==> src/rtl/aes_job_scheduler.sv <==
// ---------------------------------------------------------------------------
// aes_job_scheduler
// Shares one byte-serial AES engine between two clients. A round-robin
// arbiter picks a client, the key and plaintext are streamed MSB byte first
// onto the engine cmd/din port, encryption is started, and 16 ciphertext
// bytes are gathered and returned to the winner. A job aborts with an error
// if the ciphertext does not complete within TIMEOUT cycles of the start.
//
// Ports
//   clk, rst_              clock, asynchronous active-low reset
//   req_valid/req_ready    per-client request handshake (2 bits each)
//   req_key0/1, req_pt0/1  client key and plaintext, sampled at accept
//   rsp_valid              per-client one-cycle response pulse
//   rsp_err                1 = job aborted by timeout
//   rsp_data               128-bit ciphertext (0 on timeout)
//   busy                   scheduler is not idle
//   eng_din/eng_cmd        byte and command to the engine
//   eng_ready              engine can take a command this cycle
//   eng_dout/eng_data_ok   ciphertext byte stream from the engine
// ---------------------------------------------------------------------------
module aes_job_scheduler #(
  parameter int unsigned TIMEOUT = 1024,
  parameter int unsigned TO_W    = 11
) (
  input  logic         clk,
  input  logic         rst_,
  input  logic [1:0]   req_valid,
  output logic [1:0]   req_ready,
  input  logic [127:0] req_key0,
  input  logic [127:0] req_key1,
  input  logic [127:0] req_pt0,
  input  logic [127:0] req_pt1,
  output logic [1:0]   rsp_valid,
  output logic         rsp_err,
  output logic [127:0] rsp_data,
  output logic         busy,
  output logic [7:0]   eng_din,
  output logic [1:0]   eng_cmd,
  input  logic         eng_ready,
  input  logic [7:0]   eng_dout,
  input  logic         eng_data_ok
);

  localparam int unsigned BLK_W  = 128;
  localparam int unsigned BYTE_W = 8;
  localparam int unsigned CNT_W  = 4;

  localparam logic [1:0] CMD_NOP   = 2'b00;
  localparam logic [1:0] CMD_KEY   = 2'b01;
  localparam logic [1:0] CMD_PT    = 2'b10;
  localparam logic [1:0] CMD_START = 2'b11;

  // Abort decision is taken one cycle early so that rsp_valid is seen
  // exactly TIMEOUT cycles after the start command.
  localparam logic [TO_W-1:0] TO_LAST = TO_W'(TIMEOUT - 2);

  typedef enum logic [2:0] {
    ST_IDLE     = 3'd0,
    ST_LOAD_KEY = 3'd1,
    ST_LOAD_PT  = 3'd2,
    ST_START    = 3'd3,
    ST_WAIT_OUT = 3'd4,
    ST_RESP     = 3'd5
  } state_e;

  state_e             state_q,     state_d;
  logic               ptr_q,       ptr_d;
  logic               gnt_q,       gnt_d;
  logic [BLK_W-1:0]   key_q,       key_d;
  logic [BLK_W-1:0]   pt_q,        pt_d;
  logic [BLK_W-1:0]   res_q,       res_d;
  logic [CNT_W-1:0]   cnt_q,       cnt_d;
  logic [TO_W-1:0]    to_q,        to_d;
  logic [1:0]         rsp_valid_q, rsp_valid_d;
  logic               rsp_err_q,   rsp_err_d;
  logic [BLK_W-1:0]   rsp_data_q,  rsp_data_d;
  logic               pick_c;

  // Next-state, datapath and engine command decode
  always_comb begin
    state_d     = state_q;
    ptr_d       = ptr_q;
    gnt_d       = gnt_q;
    key_d       = key_q;
    pt_d        = pt_q;
    res_d       = res_q;
    cnt_d       = cnt_q;
    to_d        = to_q;
    rsp_valid_d = 2'b00;
    rsp_err_d   = 1'b0;
    rsp_data_d  = '0;
    req_ready   = 2'b00;
    eng_cmd     = CMD_NOP;
    eng_din     = '0;
    // A lone requester wins outright; on contention the pointer decides.
    pick_c      = (req_valid == 2'b11) ? ptr_q : req_valid[1];

    unique case (state_q)
      ST_IDLE: begin
        if (req_valid != 2'b00) begin
          req_ready        = 2'b00;
          req_ready[pick_c] = rst_;
          gnt_d            = pick_c;
          ptr_d            = ~pick_c;
          key_d            = pick_c ? req_key1 : req_key0;
          pt_d             = pick_c ? req_pt1  : req_pt0;
          cnt_d            = '0;
          state_d          = ST_LOAD_KEY;
        end
      end

      // Key and plaintext are shifted out from the top byte.
      ST_LOAD_KEY: begin
        if (eng_ready) begin
          eng_cmd = CMD_KEY;
          eng_din = key_q[BLK_W-1 -: BYTE_W];
          key_d   = {key_q[BLK_W-BYTE_W-1:0], BYTE_W'(0)};
          cnt_d   = cnt_q + CNT_W'(1);
          if (cnt_q == CNT_W'(15)) state_d = ST_LOAD_PT;
        end
      end

      ST_LOAD_PT: begin
        if (eng_ready) begin
          eng_cmd = CMD_PT;
          eng_din = pt_q[BLK_W-1 -: BYTE_W];
          pt_d    = {pt_q[BLK_W-BYTE_W-1:0], BYTE_W'(0)};
          cnt_d   = cnt_q + CNT_W'(1);
          if (cnt_q == CNT_W'(15)) state_d = ST_START;
        end
      end

      ST_START: begin
        if (eng_ready) begin
          eng_cmd = CMD_START;
          to_d    = '0;
          cnt_d   = '0;
          state_d = ST_WAIT_OUT;
        end
      end

      // Ciphertext bytes shift in at the bottom; byte 0 ends up on top.
      // A 16th byte arriving on the abort cycle still completes the job.
      ST_WAIT_OUT: begin
        to_d = to_q + TO_W'(1);
        if (eng_data_ok) begin
          res_d = {res_q[BLK_W-BYTE_W-1:0], eng_dout};
          cnt_d = cnt_q + CNT_W'(1);
        end
        if (eng_data_ok && (cnt_q == CNT_W'(15))) begin
          rsp_valid_d = gnt_q ? 2'b10 : 2'b01;
          rsp_data_d  = res_d;
          state_d     = ST_RESP;
        end else if (to_q == TO_LAST) begin
          rsp_valid_d = gnt_q ? 2'b10 : 2'b01;
          rsp_err_d   = 1'b1;
          state_d     = ST_RESP;
        end
      end

      ST_RESP: begin
        state_d = ST_IDLE;
      end

      default: begin
        state_d = ST_IDLE;
      end
    endcase
  end

  // State and registered response outputs
  always_ff @(posedge clk or negedge rst_) begin
    if (!rst_) begin
      state_q     <= ST_IDLE;
      ptr_q       <= 1'b0;
      gnt_q       <= 1'b0;
      key_q       <= '0;
      pt_q        <= '0;
      res_q       <= '0;
      cnt_q       <= '0;
      to_q        <= '0;
      rsp_valid_q <= 2'b00;
      rsp_err_q   <= 1'b0;
      rsp_data_q  <= '0;
    end else begin
      state_q     <= state_d;
      ptr_q       <= ptr_d;
      gnt_q       <= gnt_d;
      key_q       <= key_d;
      pt_q        <= pt_d;
      res_q       <= res_d;
      cnt_q       <= cnt_d;
      to_q        <= to_d;
      rsp_valid_q <= rsp_valid_d;
      rsp_err_q   <= rsp_err_d;
      rsp_data_q  <= rsp_data_d;
    end
  end

  assign rsp_valid = rsp_valid_q;
  assign rsp_err   = rsp_err_q;
  assign rsp_data  = rsp_data_q;
  assign busy      = (state_q != ST_IDLE);

endmodule
==> config.mk <==
export PLATFORM = sky130hd
export DESIGN_NAME = aes_job_scheduler
export DESIGN_NICKNAME = d
export VERILOG_FILES = /design/src/rtl/aes_job_scheduler.sv
export SDC_FILE = /design/constraint.sdc
export NUM_CORES = 1
export LEC_CHECK = 0
export ABC_AREA = 1
export CORE_AREA = 3 3 262 264
export CTS_BUF_LIST = sky130_fd_sc_hd__clkbuf_8
export DETAILED_ROUTE_END_ITERATION = 6
export DIE_AREA = 0 0 265 267
export HOLD_SLACK_MARGIN = 0.12
export PLACE_DENSITY = 0.64
export SLEW_MARGIN = 40
export SYNTH_ARGS = -nofsm -noshare
export SYNTH_HDL_FRONTEND = slang
export SYNTH_SLANG_ARGS = --single-unit
export TNS_END_PERCENT = 1
==> constraint.sdc <==
create_clock -name clk -period 2.01 [get_ports clk]
set_input_delay 0.201 -clock clk [delete_from_list [all_inputs] [get_ports clk]]
set_output_delay 0.201 -clock clk [all_outputs]
set_load 0.005 [all_outputs]
### After elaboration in Yosys (flattened, before gate mapping)

Index checks and enable logic that the tools add are counted.

* shift operators: 0
* equality and inequality tests: 16
* div/mod/pow operators: 0
* magnitude comparators: 2
* add/subtract/negate cells: 2
* reduce and logical (&&, ||, !) cells: 16
* multiply operators: 0
* mux-type cells: 46
* bitwise logic cells: 2

Operator list (count)
* $mux W128: 9
* $pmux W128 S2: 2
* $mux W3: 8
* $pmux W11 S2: 1
* $mux W2: 8
* $mux W4: 4
* $mux W8: 2
* $pmux W4 S4: 1
* $pmux W8 S2: 1
* $pmux W3 S5: 1
* $ne A2 B2 Y1 const B: 7
* $add A11 B1 Y11 const B: 1
* $eq A11 B10 Y1 const B: 1
* $mux W11: 1
* $reduce_bool A2 Y1: 4
* $reduce_and A7 Y1: 1
* $eq A3 B2 Y1 const B: 2
* $mux W1: 6
* $pmux W2 S3: 1
* $reduce_and A3 Y1: 2
* $reduce_and A5 Y1: 1
* $add A4 B1 Y4 const B: 1
* $eq A4 B4 Y1 const B: 1
* $reduce_and A2 Y1: 2
* other kinds (15): 16

* ROM bits: 0
* output and inout bits: 144
* bits in writable memories: 0
* latch bits: 0
* word-level logic and storage cells: 95
* register bits: 535
* bits of input ports: 526
* memories: 0

### Depth between registers and ports, before layout

* word-level depth: 9
* gate-level depth with buffers: 11
* gate-level depth less buffers: 9

### Worst setup path before layout

Ideal clock, no wire load.

* path kind: register to register
* start point: reg state_q[1]
* end point: reg key_q[107]
* setup time: 0.124 ns
* period minus slack after synthesis: 1.506 ns
* setup slack: 0.504 ns
* required time: 1.886 ns
* path buffers: 3
* cell stages (with the launch flop): 12
* arrival time: 1.383 ns
* cells stage by stage: dfrtp_1 -> buf_2 -> inv_2 -> nand3_2 -> nor2_4 -> inv_1 -> nand2_2 -> inv_2 -> buf_4 -> buf_2 -> nand2_1 -> nand2_1

* longest elaborated chain between the ends: 3
* elaborated cells between the ends (all ways): 7
* those cells by class: eq/ne: 3; mux: 1; reduce/logical: 3

Ends and longest elaborated chain
* from (decl): line 66 `state_e state_q, state_d;`
* from (signal assigned): line 186 `state_q <= state_d;`
* $eq A3 B1 Y1 / $logic_not A3 Y1 (equally long branches): line 98 `unique case (state_q)`
* $ne A2 B2 Y1 (no source line) / $reduce_bool A2 Y1 (equally long branches)
* $reduce_and A3 Y1 (no source line)
* to (signal assigned): line 189 `key_q <= key_d;`
* to (decl): line 69 `logic [BLK_W-1:0] key_q, key_d;`

Parallel ways exist; a longest one is shown, timed or not.
A chain may end at the register's enable or synchronous reset.

### Worst setup path after layout

* start point: reg state_q[0]
* end point: reg gnt_q

* longest elaborated chain between the ends: 2

Ends and longest elaborated chain
* $logic_not A3 Y1: line 98
* $reduce_and A2 Y1 (no source line)
* to (signal assigned): line 188 `gnt_q <= gnt_d;`
* to (decl): line 68 `logic gnt_q, gnt_d;`

No other way between the ends.

==> run summary <==
Max Root-Sink Buffers - 3
Area of the multi-input gates - 0.0106 mm²
Crit path time final - 2.14 ns
Area share of the largest cell type after synthesis - 0.523
Reg clk slew, reported paths - 0.06 ns
Crit Path Class - flop to flop
Maximum clock frequency - 0.467 GHz
Cells after Synth - 3216
Finished Cell Area - 0.0362 mm²
Vias/cell - 5.05
Die Height - 267 µm
Max_cap viols - 0
Global Route Usage Sum - 0.255
Worst Path Max Fanout - 5
Layout area overhead - 41.6%
Worst path required time - 2.56 ns
Synthesized net count - 3745
Min setup slack post-route - -0.131 ns
Row count - 95
Final ANT Viol Nets - 0
Register area share after synthesis - 0.523
Vias in the first global route - 24.2k
Number of non-filler instances in the completed layout - 4864
Clock skew - 0.0355 ns
Synth Area per Inst - 7.96 µm²
I/O Buffers - 669
Final-stage net count - 4437
Arr. time, crit path - 2.69 ns
Inserted Clock Buffers - 92
Startpoint types - flop
Fillers - 6166
RePlAce Congestion - 0.909
Final Max Tran Viols - 0
Cell area after synthesis - 0.0256 mm²
P_leak - 0.0170 µW
Worst Max-Slew Pin Slew - 0.668 ns
Cell with the most instances after synthesis - nand2_1
Synth warn - 0
Core area - 0.0668 mm²
Relative slew slack - 0.553
Synth Register Bits - 535
Failing checks - setup timing
Ranking of synthesized cells by area - dfrtp_1, nand2_1, o211ai_1
Synth cell count leaders - nand2_1, dfrtp_1, o211ai_1
CTS tree - yes
Clock Tree Root - clkbuf_8
Final period util - 1.07
Final Total Pwr - 47300 µW
Placed insts - 4654
Final hold violations - 0
DR WL/cell - 18.9 µm
Fin Hold WS - 0.193 ns
Power per cell area - 1310 mW/mm²
Share of cells above drive strength 1 - 0.0955
Total die area - 0.0708 mm²
Async S/R FF share, synth - 1.00
Number of library cell types mapped by synthesis - 26
Hpwl dp - 66.8 mm
HP Class - primary input to flop
Number of flops mapped to enable cells by yosys - 0
CTS sink cnt - 535
Clock latency at the later pin of the worst-skew pair - 0.69 ns
GRT overflow - 0
Peak VDD IR - 724 µV
Main synth FF type - dfrtp_1
Initial core utilization - 0.383
Sequential Area - 0.0134 mm²
Initial antenna violation count - 12
First-pass GRT wire length - 141 mm
# DRC - 0
Dpl cell area - 0.0338 mm²
Unrepaired setup endpoints after global routing - yes
H-tree Lvls - 3
Crit. End Element - flop
Routed via count - 24.6k
Cell taking the most area after synthesis - dfrtp_1
Status - finished, violations left
DR iter-0 viols - 2078
Drt pass-1 iters - 5
Io pins - 670
Final setup fails - 12
Largest net degree at the start of global routing - 113
Die X-Extent - 265 µm
Post-Route WL - 91.9 mm
-- kinds of logic (layout without fill, tap and decap cells) --
kind of cell	Yosys count	count (layout)	synth area share
and+or+nand+nor	1726	1726	0.268
AOI/OAI and AO/OA	554	554	0.135
xor gates and xnor gates	2	2	0.000684
other	0	12	0
adders and majority gates	3	3	0.00147
buffers and inverters	396	1159	0.0717
DFF	535	535	0.523
-- routing by layer --
layer	up-vias	GRT usage	share of wire
li1	11900	-	-
met1	11700	0.337	0.43
met2	814	0.408	0.47
met3	107	0.0701	0.082
met4	0	0.0831	0.022
met5	-	0	0
-- repair_timing --
action | in CTS | in global routing
hold buffers | 5 | 0
hold endpoints to repair | 579 | 0
pin swaps | 10 | 13
endpoints found under the setup margin | 13 | 71
buffers inserted | 23 | 5
gates resized for setup | 78 | 33
-- path summary, 6_finish.rpt --
kind | from | endpoint | slack (ns) | cells after the start
setup / recovery | state_q[0] | gnt_q | -0.13 | 15
hold / removal | req_key1[4] | key_q[4] | 0.19 | 3
setup reg to reg | state_q[0] | gnt_q | -0.13 | 15
hold reg to reg | pt_q[104] | pt_q[104] | 0.48 | 2
max in group asynchronous | rst_ | rsp_data[6] | 0.18 | 5
min in group asynchronous | rst_ | pt_q[109] | 0.21 | 3
-- worst max-delay path, cell delays in order, from the launching register on --
cell	delay, ns
dfrtp_2	0.43
inv_2	0.08
nand2_4	0.05
nor2_4	0.14
buf_6	0.12
o21ai_4	0.06
inv_2	0.10
nand2_2	0.07
buf_4	0.14
buf_4	0.12
buf_4	0.12
buf_4	0.12
buf_4	0.12
buf_4	0.12
buf_6	0.12
o21a_1	0.10
-- placed cells by master, fill, tap and decap left out, types with 5 or more instances in the layout --
master           Yosys  final
a21oi_1              7      7
buf_12               0     43
buf_2              121     12
buf_4               27    106
buf_6               13     12
bufinv_16            0      6
clkbuf_8             0    114
clkdlybuf4s50_1      0    654
clkinv_2             0     21
clkinvlp_4           0      6
dfrtp_1            535    534
diode_2              0     12
dlygate4sd3_1        0      5
inv_1              152    161
nand2_1           1289   1281
nand2_2              2      5
nand3_1            258    251
nand3_2              2      7
nor2_1             158    157
o211ai_1           271    271
o21ai_0            269    260
o21ai_1              5      7
o21ai_4              0      5
or2_2                8      8
-- sequential cells by signal, summed over array words and instances, names as in the netlist --
register   cells
key_q        128
pt_q         128
res_q        128
rsp_data     128
to_q          11
cnt_q          4
state_q        3
rsp_valid      2
gnt_q          1
ptr_q          1
rsp_err        1
-- through the flow --
step           TNS [ns]  utilization  worst slack (ns)
2_1_floorplan         0            -             0.504
3_3_place_gp      -1.29        0.505            -0.341
3_5_place_dp      -1.60        0.505            -0.313
4_1_cts           -1.92        0.540            -0.226
5_1_grt           -5.64        0.542            -0.254
6_report         -0.922        0.542            -0.131
-- power by group --
part	switching (µW)	internal (µW)	leakage [µW]
Combinational	12000	7670	0.00900
Sequential	2250	14700	0.00687
Clock	4700	5950	0.00108
-- area by class of cell --
class / count / share of cell area
Clock buffer: 114 / 0.0433
Clock inverter: 51 / 0.0119
Timing Repair Buffer: 837 / 0.236
Inverter: 157 / 0.0167
Antenna cell: 12 / 0.000829
Sequential cell: 535 / 0.369
Tap cell: 873 / 0.0301
Multi-Input combinational cell: 2285 / 0.292
Note: power is estimated with default switching activity, not from simulation.
